### src/rtl/ccff_bitstream_loader.sv
// Configuration-chain loader: serialises host words MSB-first into ccff_head for CHAIN_LEN shift cycles.
// Optional tail readback is built only when CCFF_READBACK_EN is defined.
module ccff_bitstream_loader #(
    parameter int unsigned CHAIN_LEN = 128,
    parameter int unsigned WORD_W    = 32
) (
    input  logic              prog_clk,
    input  logic              pReset_n,
    input  logic              cfg_start,
    input  logic [WORD_W-1:0] in_data,
    input  logic              in_valid,
    output logic              in_ready,
    output logic              ccff_head,
    output logic              ccff_shift_en,
    input  logic              ccff_tail,
    output logic              busy,
    output logic              done,
    output logic [WORD_W-1:0] rb_data,
    output logic              rb_valid
);

    localparam int unsigned CNT_W = $clog2(CHAIN_LEN + 1);
    localparam int unsigned IDX_W = $clog2(WORD_W);

    typedef enum logic [1:0] {
        S_IDLE  = 2'd0,
        S_WAIT  = 2'd1,
        S_SHIFT = 2'd2,
        S_DONE  = 2'd3
    } state_t;

    state_t             r_state;
    state_t             w_state_nxt;
    logic [CNT_W-1:0]   r_bit_cnt;
    logic [IDX_W-1:0]   r_word_idx;
    logic [WORD_W-1:0]  r_shreg;

    logic               r_in_ready;
    logic               r_shift_en;
    logic               r_busy;
    logic               r_done;

    logic               w_in_ready_nxt;
    logic               w_shift_en_nxt;
    logic               w_busy_nxt;
    logic               w_done_nxt;

    logic               w_handshake;
    logic               w_last_bit;
    logic               w_word_end;

    assign w_handshake = in_valid & r_in_ready;
    assign w_last_bit  = (r_bit_cnt == CNT_W'(CHAIN_LEN - 1));
    assign w_word_end  = (r_word_idx == IDX_W'(WORD_W - 1));

    // State register
    always_ff @(posedge prog_clk or negedge pReset_n) begin
        if (!pReset_n) begin
            r_state <= S_IDLE;
        end else begin
            r_state <= w_state_nxt;
        end
    end

    // Next-state logic; the chain-length test wins over the end-of-word test
    always_comb begin
        w_state_nxt = r_state;
        case (r_state)
            S_IDLE: begin
                if (cfg_start) begin
                    w_state_nxt = S_WAIT;
                end
            end
            S_WAIT: begin
                if (w_handshake) begin
                    w_state_nxt = S_SHIFT;
                end
            end
            S_SHIFT: begin
                if (w_last_bit) begin
                    w_state_nxt = S_DONE;
                end else if (w_word_end) begin
                    w_state_nxt = S_WAIT;
                end
            end
            S_DONE: begin
                w_state_nxt = S_IDLE;
            end
            default: begin
                w_state_nxt = S_IDLE;
            end
        endcase
    end

    // Output decode from the next state, so every control output comes straight off a flop
    always_comb begin
        w_in_ready_nxt = 1'b0;
        w_shift_en_nxt = 1'b0;
        w_busy_nxt     = 1'b1;
        w_done_nxt     = 1'b0;
        case (w_state_nxt)
            S_IDLE:  w_busy_nxt     = 1'b0;
            S_WAIT:  w_in_ready_nxt = 1'b1;
            S_SHIFT: w_shift_en_nxt = 1'b1;
            S_DONE:  w_done_nxt     = 1'b1;
            default: w_busy_nxt     = 1'b0;
        endcase
    end

    always_ff @(posedge prog_clk or negedge pReset_n) begin
        if (!pReset_n) begin
            r_in_ready <= 1'b0;
            r_shift_en <= 1'b0;
            r_busy     <= 1'b0;
            r_done     <= 1'b0;
        end else begin
            r_in_ready <= w_in_ready_nxt;
            r_shift_en <= w_shift_en_nxt;
            r_busy     <= w_busy_nxt;
            r_done     <= w_done_nxt;
        end
    end

    // Word shift register and bit/word counters
    always_ff @(posedge prog_clk or negedge pReset_n) begin
        if (!pReset_n) begin
            r_shreg    <= '0;
            r_word_idx <= '0;
            r_bit_cnt  <= '0;
        end else begin
            case (r_state)
                S_IDLE: begin
                    if (cfg_start) begin
                        r_bit_cnt <= '0;
                    end
                end
                S_WAIT: begin
                    if (w_handshake) begin
                        r_shreg    <= in_data;
                        r_word_idx <= '0;
                    end
                end
                S_SHIFT: begin
                    r_shreg    <= {r_shreg[WORD_W-2:0], 1'b0};
                    r_word_idx <= r_word_idx + IDX_W'(1);
                    r_bit_cnt  <= r_bit_cnt + CNT_W'(1);
                end
                default: begin
                    r_bit_cnt <= r_bit_cnt;
                end
            endcase
        end
    end

    assign in_ready      = r_in_ready;
    assign ccff_head     = r_shreg[WORD_W-1];
    assign ccff_shift_en = r_shift_en;
    assign busy          = r_busy;
    assign done          = r_done;

`ifdef CCFF_READBACK_EN
    logic [WORD_W-1:0] r_rb_shreg;
    logic [WORD_W-1:0] r_rb_data;
    logic              r_rb_valid;
    logic [WORD_W-1:0] w_rb_word;

    assign w_rb_word = {r_rb_shreg[WORD_W-2:0], ccff_tail};

    // Tail capture on each transfer edge; a short final word is left-aligned with zero fill
    always_ff @(posedge prog_clk or negedge pReset_n) begin
        if (!pReset_n) begin
            r_rb_shreg <= '0;
            r_rb_data  <= '0;
            r_rb_valid <= 1'b0;
        end else begin
            r_rb_valid <= 1'b0;
            if (r_state == S_SHIFT) begin
                r_rb_shreg <= w_rb_word;
                if (w_word_end || w_last_bit) begin
                    r_rb_valid <= 1'b1;
                    r_rb_data  <= w_rb_word << (IDX_W'(WORD_W - 1) - r_word_idx);
                end
            end
        end
    end

    assign rb_data  = r_rb_data;
    assign rb_valid = r_rb_valid;
`else
    logic w_unused_tail;

    assign w_unused_tail = ccff_tail;
    assign rb_data       = '0;
    assign rb_valid      = 1'b0;
`endif

endmodule
### config.mk
export PLATFORM = sky130hd
export DESIGN_NAME = ccff_bitstream_loader
export DESIGN_NICKNAME = d
export VERILOG_FILES = /design/src/rtl/ccff_bitstream_loader.sv
export SDC_FILE = /design/constraint.sdc
export NUM_CORES = 1
export LEC_CHECK = 0
export CELL_PAD_IN_SITES_DETAIL_PLACEMENT = 1
export CELL_PAD_IN_SITES_GLOBAL_PLACEMENT = 2
export CORE_UTILIZATION = 25
export CTS_CLUSTER_DIAMETER = 150
export DETAILED_ROUTE_END_ITERATION = 7
export PLACE_DENSITY = 0.79
export RECOVER_POWER = 25
export SYNTH_ARGS = -nofsm -noshare
export SYNTH_HDL_FRONTEND = slang
export SYNTH_SLANG_ARGS = --single-unit
### constraint.sdc
create_clock -name prog_clk -period 1.35 [get_ports prog_clk]
set_input_delay 0.405 -clock prog_clk [delete_from_list [all_inputs] [get_ports prog_clk]]
set_output_delay 0.405 -clock prog_clk [all_outputs]
set_load 0.05 [all_outputs]
Word level (Yosys, flattened, before mapping)
Index checks and enable logic that the tools add are counted.

Flip-flop bits (word level): 51. Output and inout bits: 38. Word-level logic and storage cells: 42.

Add/subtract/negate cells: 2. Eq/ne operators: 10. Mux-type cells: 15. Bitwise gates (word level): 1. Reduce and logical (&&, ||, !) cells: 6.

Operators by type and width (count): $pmux 32 s2 (1); $mux 32 (1); $pmux 8 s2 (1); $pmux 5 s2 (1); $add 8x1->8 const B (1); $eq 2x2->1 const B (4); $eq 8x7->1 const B (1); $mux 2 (4); $mux 8 (1); $pmux 2 s4 (1); $add 5x1->5 const B (1); $eq 5x5->1 const B (1); $mux 5 (1); $eq 2x1->1 const B (2); $logic_not 2->1 (2); $mux 1 (4); $ne 2x2->1 const B (2); $reduce_and 2->1 (2); $reduce_bool 2->1 (2); $and 1x1->1 (1).

Longest topological paths before layout
Word-level depth: 6. Mapped depth: 6. Mapped depth without buffers: 6.

Worst setup path after synthesis
OpenSTA, ideal clock, no wires.

Kind: flip-flop to flip-flop. Start: reg r_in_ready, in the netlist in_ready. End: reg r_shreg[31]. Setup time: 70 ps. Arrival time: 1424 ps. Required time: 1280 ps. Path slack: -144 ps. Cell stages (with the launch flop): 6. Clock period less this slack: 1494 ps. Path through: dfrtp_1 > and4b_1 > buf_2 > clkbuf_1 > nand2_1 > nand3_1.

Word-level cells in the longest chain between the ends: 3.

RTL lines: start, declared (RTL line 38) `logic r_in_ready;`; start signal, assigned (RTL line 117) `r_in_ready <= w_in_ready_nxt;`; $and 1x1->1 (RTL line 52) `assign w_handshake = in_valid & r_in_ready;`; $ne 2x2->1 (no line); $reduce_and 2->1 (no line); end signal, assigned (RTL line 139) `r_shreg <= in_data;`; end signal, assigned (RTL line 144) `r_shreg <= {r_shreg[WORD_W-2:0], 1'b0};`; end, declared (RTL line 36) `logic [WORD_W-1:0] r_shreg;`.

No other way between the ends. A chain may end at the register's enable or synchronous reset.

Final worst setup path
Start: reg r_bit_cnt[1]. End: reg r_bit_cnt[2].

Word-level cells in the longest chain between the ends: 2.

RTL lines: start, declared (RTL line 34) `logic [CNT_W-1:0] r_bit_cnt;`; start signal, assigned (RTL line 146) `r_bit_cnt <= r_bit_cnt + CNT_W'(1);`; start signal, assigned (RTL line 149) `r_bit_cnt <= r_bit_cnt;`; $add 8x1->8 (RTL line 146); $pmux 8 s2 (RTL line 131) `case (r_state)`.

No other way between the ends.

==> results <==
## flip-flops by register name, summed over array words and instances (netlist names)
signal,flops
busy,1
ccff_shift_en,1
done,1
in_ready,1
r_bit_cnt,8
r_shreg,32
r_state,2
r_word_idx,5
## cell type report
class	count	area [um^2]
Inverter	2	10.0
Clock buffer	6	72.6
Timing Repair Buffer	70	743
Clock inverter	1	30.0
Sequential cell	51	1280
Fill cell	1198	6730
Tap cell	136	170
Multi-Input combinational cell	225	1200
## synthesized netlist by cell type
library cell,number,area [um^2]
a21o_1,1,7.51
a21oi_1,3,15.0
a22o_1,2,17.5
a22o_2,1,10.0
a311oi_1,1,8.76
a31o_1,2,17.5
and2b_1,1,7.51
and3_1,1,6.26
and4b_1,1,10.0
buf_1,1,3.75
buf_2,12,60.1
buf_4,37,278
clkbuf_1,2,7.51
conb_1,1,3.75
dfrtp_1,51,1280
ha_1,3,37.5
inv_1,2,7.51
mux2_2,2,22.5
mux2i_1,2,20.0
nand2_1,75,282
nand2b_1,1,6.26
nand3_1,73,365
nand4_2,1,12.5
nand4b_1,1,8.76
nor2_1,4,15.0
nor3_1,2,10.0
nor4_1,1,6.26
o211ai_1,2,15.0
o21a_1,1,7.51
o21ai_0,3,15.0
o21bai_1,1,7.51
o31a_2,1,10.0
o31ai_1,2,15.0
or3_1,1,6.26
or3_4,1,11.3
or3b_2,1,8.76
or4_1,1,7.51
## critical path, cell delays in order (launching register included)
cell     delay (ns)
dfrtp_1        0.43
ha_4           0.19
buf_4          0.13
buf_4          0.12
mux2_2         0.25
a22o_2         0.20
## per-stage QoR
| stage | setup TNS (ns) | hold WS (ns) | cell area [um^2] | cells | util |
|---|---|---|---|---|---|
| after floorplan | 0 | 0.109 | 2770 | 330 | - |
| after global placement | -12.34 | 0.423 | 3280 | 479 | 0.320 |
| after detailed placement | -13.25 | 0.423 | 3280 | 479 | 0.320 |
| after CTS | -0.217 | 0.0896 | 3410 | 486 | 0.333 |
| after global routing | -0.636 | 0.327 | 3500 | 491 | 0.343 |
| final | -0.182 | 0.250 | 3500 | 491 | 0.343 |
## kinds of logic (layout without fill, tap and decap cells)
kind of cell	after synthesis	in the layout	synth area share
AO/OA/AOI/OAI	20	20	0.0557
flip-flops	51	51	0.486
AND/OR/NAND/NOR	165	165	0.291
multiplexers	4	4	0.0162
buffers and inverters	54	79	0.136
other	1	33	0.00143
adder cells (fa/ha/maj)	3	3	0.0143
## worst paths after layout
path                              start           end  slack (ns)  cells past startpoint
hold / removal                 pReset_n   r_shreg[18]        0.25                      2
setup reg to reg           r_bit_cnt[1]  r_bit_cnt[2]       -0.07                      5
setup / recovery           r_bit_cnt[1]  r_bit_cnt[2]       -0.07                      5
hold reg to reg              r_shreg[7]    r_shreg[8]        0.49                      2
min in group prog_clk        r_shreg[7]    r_shreg[8]        0.49                      2
max in group asynchronous      pReset_n    r_state[1]        0.57                      2
## what timing repair did
item                                    4_1_cts  5_1_grt
setup buffers                                 1        4
resized for setup                             7       15
endpoints found under the setup margin       21       34
pin swaps                                     4        4
gates cloned                                  0        1
## layer usage
layer	global-route usage	share of wire	up-vias
li1	-	-	1053
met4	0.0316	0.0066	0
met1	0.154	0.43	1064
met3	0.0313	0.040	4
met2	0.217	0.52	36
met5	0	0	-
## power groups by stage
stage | Clock (mW) | Combinational, mW | Sequential [mW]
floorplan | 0 | 1.78 | 2.69
global placement | 0 | 2.84 | 2.59
detailed placement | 0 | 2.95 | 2.62
CTS | 1.08 | 2.98 | 2.60
global route | 1.14 | 3.41 | 2.70
finish | 1.05 | 3.09 | 2.62
==> flow_summary.yaml <==
synthesis:
  syn_area_per_cell_um2: 8.81
  postSynthCellCount: 298
  yosysWarnings: 0
  ys_seq_elements: 51
  synth_seq_area_share: 0.486
  ys_types: 37
  mappedNetlistArea_mm2: 0.00263
die:
  core_mm2: 0.0102
  ios: 75
  die-area_mm2: 0.0109
  rows: 37
  die_h_um: 104
  chipWidth_um: 104
  initial_utilization: 0.257
global_route:
  antenna_found_initial: 0
  first_global_vias: 2290
  track_usage: 0.125
  overflow: 0
  grt_max_degree: 52
  grt_pass1_wl_um: 10900
sta:
  setup_viol: 5
  fin_skew_ns: 0.0134
  drv_slew: 0
  timing.fmax_mhz: 704
  rsz0062_at_grt: "true"
  fin_crit_ns: 1.42
  final_hold_viol_count: 0
  setup_ws_ns: -0.0709
  worst_slew_pin_slew_ns: 0.725
  min_period_over_period: 1.05
  maxSlewHeadroom: 0.517
power_and_ir_drop:
  p_sw_mw: 2.63
  ir_drop_uv: 531
  combPwrFrac: 0.458
  total_power_mw: 6.76
  switching_share: 0.389
  power_frac_clock: 0.155
  leakage_nw: 1.63
  p_per_area_mw_per_mm2: 1930
  power_frac_seq: 0.387
  p_int_mw: 4.13
final_layout:
  diodes: 0
  drive_above_1_share: 0.183
  final_common_cell: "nand2_1"
  area_delta_synth_final_pct: 33.4
  nNetsFinal: 395
  mostFrequentLayoutCells: "nand2_1 (75), nand3_1 (71), dfrtp_1 (49)"
place:
  port_buffers: 40
  dpl.hpwl_um: 4530
  place_congestion: 0.725
  pre_cts_ws_ns: -0.370
route:
  drtIter0Drc: 59
  num_vias: 2157
  vias_per_cell: 4.39
  routedWlPerCell_um: 13.6
  first_pass_iters: 4
  ant_nets: 0
  drc: 0
  drt_wl_total_um: 6660
run_status:
  violations: "negative setup slack"
  run_status: "finished, violations left"
cts:
  h-tree-depth: 2
  tritoncts: "yes"
  clockRootBuffer: "clkbuf_8"
  clock-sinks: 51
  cts_buffer_depth: 2
  holdBufCountCts: 0
  clk_pin_slew_ns: 0.10
  clk_latency_ns: 0.31
  cts_buffers: 5
setup_path:
  critical_path_class: "reg2reg"
  worstPathArrival_ns: 1.63
  crit_required_ns: 1.56
  critPathMaxFanout: 3
  start_kind: "flip-flop"
  end_kind: "flip-flop"
job:
  drv_cap: 0
min_path:
  hp-class: "in2async"
Power figures use the tool's default switching activity.
==> RTL edit 1 (same flow settings) <==
Build with the macro `CCFF_READBACK_EN` defined.
--- a/src/rtl/ccff_bitstream_loader.sv
+++ b/src/rtl/ccff_bitstream_loader.sv
@@ -2,2 +2,4 @@
 // Optional tail readback is built only when CCFF_READBACK_EN is defined.
+`define CCFF_READBACK_EN
+
 module ccff_bitstream_loader #(
Check against the original RTL: no difference found for any inputs over 10 cycles, from zero or initial values and one cycle with pReset_n low; that may be too few to reach the edited logic, so the function may still have changed.
==> RTL edit 1 against the original RTL <==
Combinational power rose to 2.7 times the old value; synthesized area increased by 140%; global-route usage increased by 4.7 points; the flow still finishes with violations (setup timing); sequential share of layout area down 10 points; worst setup slack got worse by 790 ps; design area grew to 3.1 times the old value; total power grew to 2.8 times the old value; clock power rose to 5.2 times the old value; highest routed layer unchanged; utilization increased by 11 points; maximum frequency is 36% lower; wire length rose to 3.6 times the old value; sequential cell count rose by 64.
==> RTL edit 1: results (changes against the original RTL) <==
hpwl dp 13400 µm (was 4530 µm); crit path max fanout 14 (was 3); DRT Wirelength 23900 µm (was 6660 µm); crit path to rb_data[27] (was r_bit_cnt[2]); via count 6130 (was 2157); Setup TNS -36760 ps (was -182 ps); first-pass GRT wire length 34200 µm (was 10900 µm); H-tree depth 4 (was 2); worst-margin pin slew 701 ps (was 725 ps); CP arrival 2520 ps (was 1630 ps); Setup violations, final 137 (was 5); P_int 12.2 mW (was 4.13 mW); vias in the first global route 6282 (was 2290); Sw Ratio 35.0% (was 38.9%); DRT iter0 DRCs 233 (was 59); vias per cell 4.91 (was 4.39); commonest cells in the netlist nand2_1, dfrtp_1, nor2_1 (was nand2_1, nand3_1, dfrtp_1); CTS buffer count 17 (was 5); Place WS -1040 ps (was -370 ps); clock transition at the registers of the reported paths 60 ps (was 100 ps); post-synthesis compound-gate area fraction 11.1% (was 5.57%); status finished with violations (unchanged); sequential area share after synthesis 46.5% (was 48.6%); Min Hold Slack 500 ps (was 250 ps); IO Port Bufs 74 (was 40); Placed Instances 1152 (was 479); post-synthesis adder-cell area fraction 0.606% (was 1.43%); layout cell share with drive strength beyond 1 46.8% (was 18.3%); logic gate share of total power 44.9% (was 45.8%); CP top delay family multiplexers (was flip-flops); Mapped Avg Cell Area 9.12 µm² (was 8.81 µm²); mux contribution to synthesized area 16.1% (was 1.62%); distinct cell type count after synthesis 49 (was 37); failing checks setup timing (unchanged); Final WS setup -861 ps (was -70.9 ps); Worst path max stage delay 550 ps (was 430 ps); leakage power 4.95 nW (was 1.63 nW); Worst VDD drop 0.000807 V (was 0.000531 V); skew final 11.0 ps (was 13.4 ps); pin count of the biggest net entering global routing 65 (was 52); fill count 2589 (was 1198); Worst path slowest cell mux4_2 (was dfrtp_1)
-- RTL edit 1: cell type report --
cell class	count	share of cell area, %
clock buffer	21	4.41
multi-input combinational	509	35.2
inverter	6	0.345
clock inverter	11	2.03
tap	324	3.72
sequential	115	26.5
timing repair buffer	263	27.8
-- RTL edit 1: repair_timing --
action	4_1_cts	5_1_grt
pin swaps	29	74
hold buffers	1	0
setup endpoints to repair	142	124
setup buffers	31	25
cloned	8	8
hold endpoints to repair	20	0
resized for setup	90	166
-- RTL edit 1: worst reg2reg max path: stages, from the launching register on --
cell     delay [ps]
dfrtp_2         380
buf_12          160
mux4_2          550
mux2_4          320
o221a_1         240
and3_1          180
a221o_1         260
-- RTL edit 1: layer usage --
layer  GRT usage, %  wire, µm  vias up
met2           30.5     12600      117
met3           2.79       569       45
met5              0         0        -
met1           21.1     10000     3139
li1               -         -     2829
met4           5.64       667        0
==> RTL edit 2 (config.mk and constraints unchanged) <==
Without the edit above. One comparison of `r_bit_cnt` changes from == to >=.
--- a/src/rtl/ccff_bitstream_loader.sv
+++ b/src/rtl/ccff_bitstream_loader.sv
@@ -52,3 +52,3 @@
     assign w_handshake = in_valid & r_in_ready;
-    assign w_last_bit  = (r_bit_cnt == CNT_W'(CHAIN_LEN - 1));
+    assign w_last_bit  = (r_bit_cnt >= CNT_W'(CHAIN_LEN - 1));
     assign w_word_end  = (r_word_idx == IDX_W'(WORD_W - 1));
Behaviour: no difference found for any inputs over 10 cycles, from zero or initial values and one cycle with pReset_n low; that may be too few to reach the edited logic, so the function may still have changed.
==> RTL edit 2 against the original RTL <==
Worst setup slack better by 90 ps; design area up 5.4%; synthesized area grew 0.57%; sequential cell count unchanged; total power up 1.1%; critical path depth did not move; clock power rose by 7%; count of clock-buffer cells in the layout is 1 lower; synthesized cell count unchanged; global-route usage shrank 0.26 points; wire length rose by 6.4%; non-clock buffer count increased by 14; sequential power fell by 2%; highest routed layer unchanged.
==> RTL edit 2: results (changes against the original RTL) <==
status complete, no violations (was finished with violations); Worst path slowest cell dfrtp_2 (was dfrtp_1); crit path max fanout 9 (was 3); layout cell share with drive strength beyond 1 22.6% (was 18.3%); fill count 1192 (was 1198); distinct cell type count after synthesis 32 (was 37); Post-synth ARST share 100% (unchanged); Place WS -360 ps (was -370 ps); DRT iter0 DRCs 100 (was 59); H-tree depth 2 (unchanged); DRT Wirelength 7080 µm (was 6660 µm); Pre-antenna DRT Iters 4 (unchanged); clock transition at the registers of the reported paths about 110 ps; Mapped Avg Cell Area 8.86 µm² (was 8.81 µm²); pin count of the biggest net entering global routing 38 (was 52); Top FF cell, synth dfrtp_1 (unchanged); via count 2288 (was 2157); top flop regs r_shreg (32), r_bit_cnt (8), r_word_idx (5) (unchanged); sequential area share after synthesis 48.3% (was 48.6%); first-pass GRT wire length 11000 µm (was 10900 µm); Total Routing Usage GR 12.2% (was 12.5%); Sw Ratio 38.8% (was 38.9%); HP Class primary input to asynchronous set/reset pin (unchanged); area post-placement 0.00333 mm² (was 0.00328 mm²); CP arrival 1540 ps (was 1630 ps); vias per cell 4.51 (was 4.39); Worst path max stage delay 420 ps; synth top area cells dfrtp_1, nand3_1, nand2_1, buf_4, buf_2 (unchanged); Placed Instances 484 (was 479); YS warnings 0 (unchanged); routability cong. 0.740 (was 0.725); Worst VDD drop 0.000632 V (was 0.000531 V); commonest cells in the netlist nand2_1, nand3_1, dfrtp_1 (unchanged); Final #Nets 410 (was 395); Multi-input gate area 0.00124 mm² (was 0.00120 mm²); leakage power 1.76 nW (was 1.63 nW); initial antenna violation count 0 (unchanged); CTS buffer count 5 (unchanged); clock buffer depth 2 (unchanged); clock latency on the worst-skew pair 320 ps; hpwl dp 4450 µm (was 4530 µm); CP top delay family flip-flops (unchanged); skew final 10.1 ps (was 13.4 ps); root buffer cell clkbuf_8 (unchanged); IO Port Bufs 40 (unchanged); ant diodes 0 (unchanged)
[RTL edit 2: repair_timing]
action | CTS | global route
buffers inserted | 4 | 5
hold buffers | 1 | 0
pin swaps | 2 | 12
setup endpoints to repair | 27 | 36
gates cloned | 0 | 5
hold endpoints to repair | 7 | 0
resized for setup | 5 | 17
[RTL edit 2: metal layers]
metal / part of all wire, % / up-vias / track usage [%]
met4: 1.5 / 0 / 4.53
met2: 50 / 48 / 22.1
met3: 3.5 / 8 / 1.93
met1: 45 / 1143 / 14.6
li1: - / 1089 / -
met5: 0 / - / 0
[RTL edit 2: worst paths after layout]
path / start / endpoint / slack, ps / depth (start not counted)
max: r_state[0] / r_shreg[29] / 20 / 5
min: pReset_n / done / 470 / 2
max reg2reg: r_state[0] / r_shreg[29] / 20 / 5
min reg2reg: r_shreg[25] / r_shreg[26] / 490 / 2
max in group asynchronous: pReset_n / r_shreg[6] / 190 / 3
min in group prog_clk: r_shreg[25] / r_shreg[26] / 490 / 2
[RTL edit 2: cells by family after synthesis]
logic type	count (synthesis)	share of synthesized area [%]
buf+inv	51	13.4
flops	51	48.3
fa+ha+maj	3	1.42
other cells	1	0.142
simple gates	165	29.4
compound gates	24	6.21
mux	3	1.14
[RTL edit 2: layout make-up]
class                           count  area share (%)
Clock buffer                        5            1.86
Clock inverter                      3            1.29
Multi-Input combinational cell    228            33.5
Sequential cell                    51            34.7
Tap cell                          136            4.61
Timing Repair Buffer               84            24.1
[RTL edit 2: power groups by stage]
stage | sequential (mW) | combinational [mW] | clock [mW]
CTS | 2.54 | 2.81 | 1.15
global placement | 2.54 | 2.63 | 0
detailed placement | 2.57 | 2.71 | 0
floorplan | 2.64 | 1.65 | 0
finish | 2.57 | 3.13 | 1.12
global route | 2.65 | 3.45 | 1.21
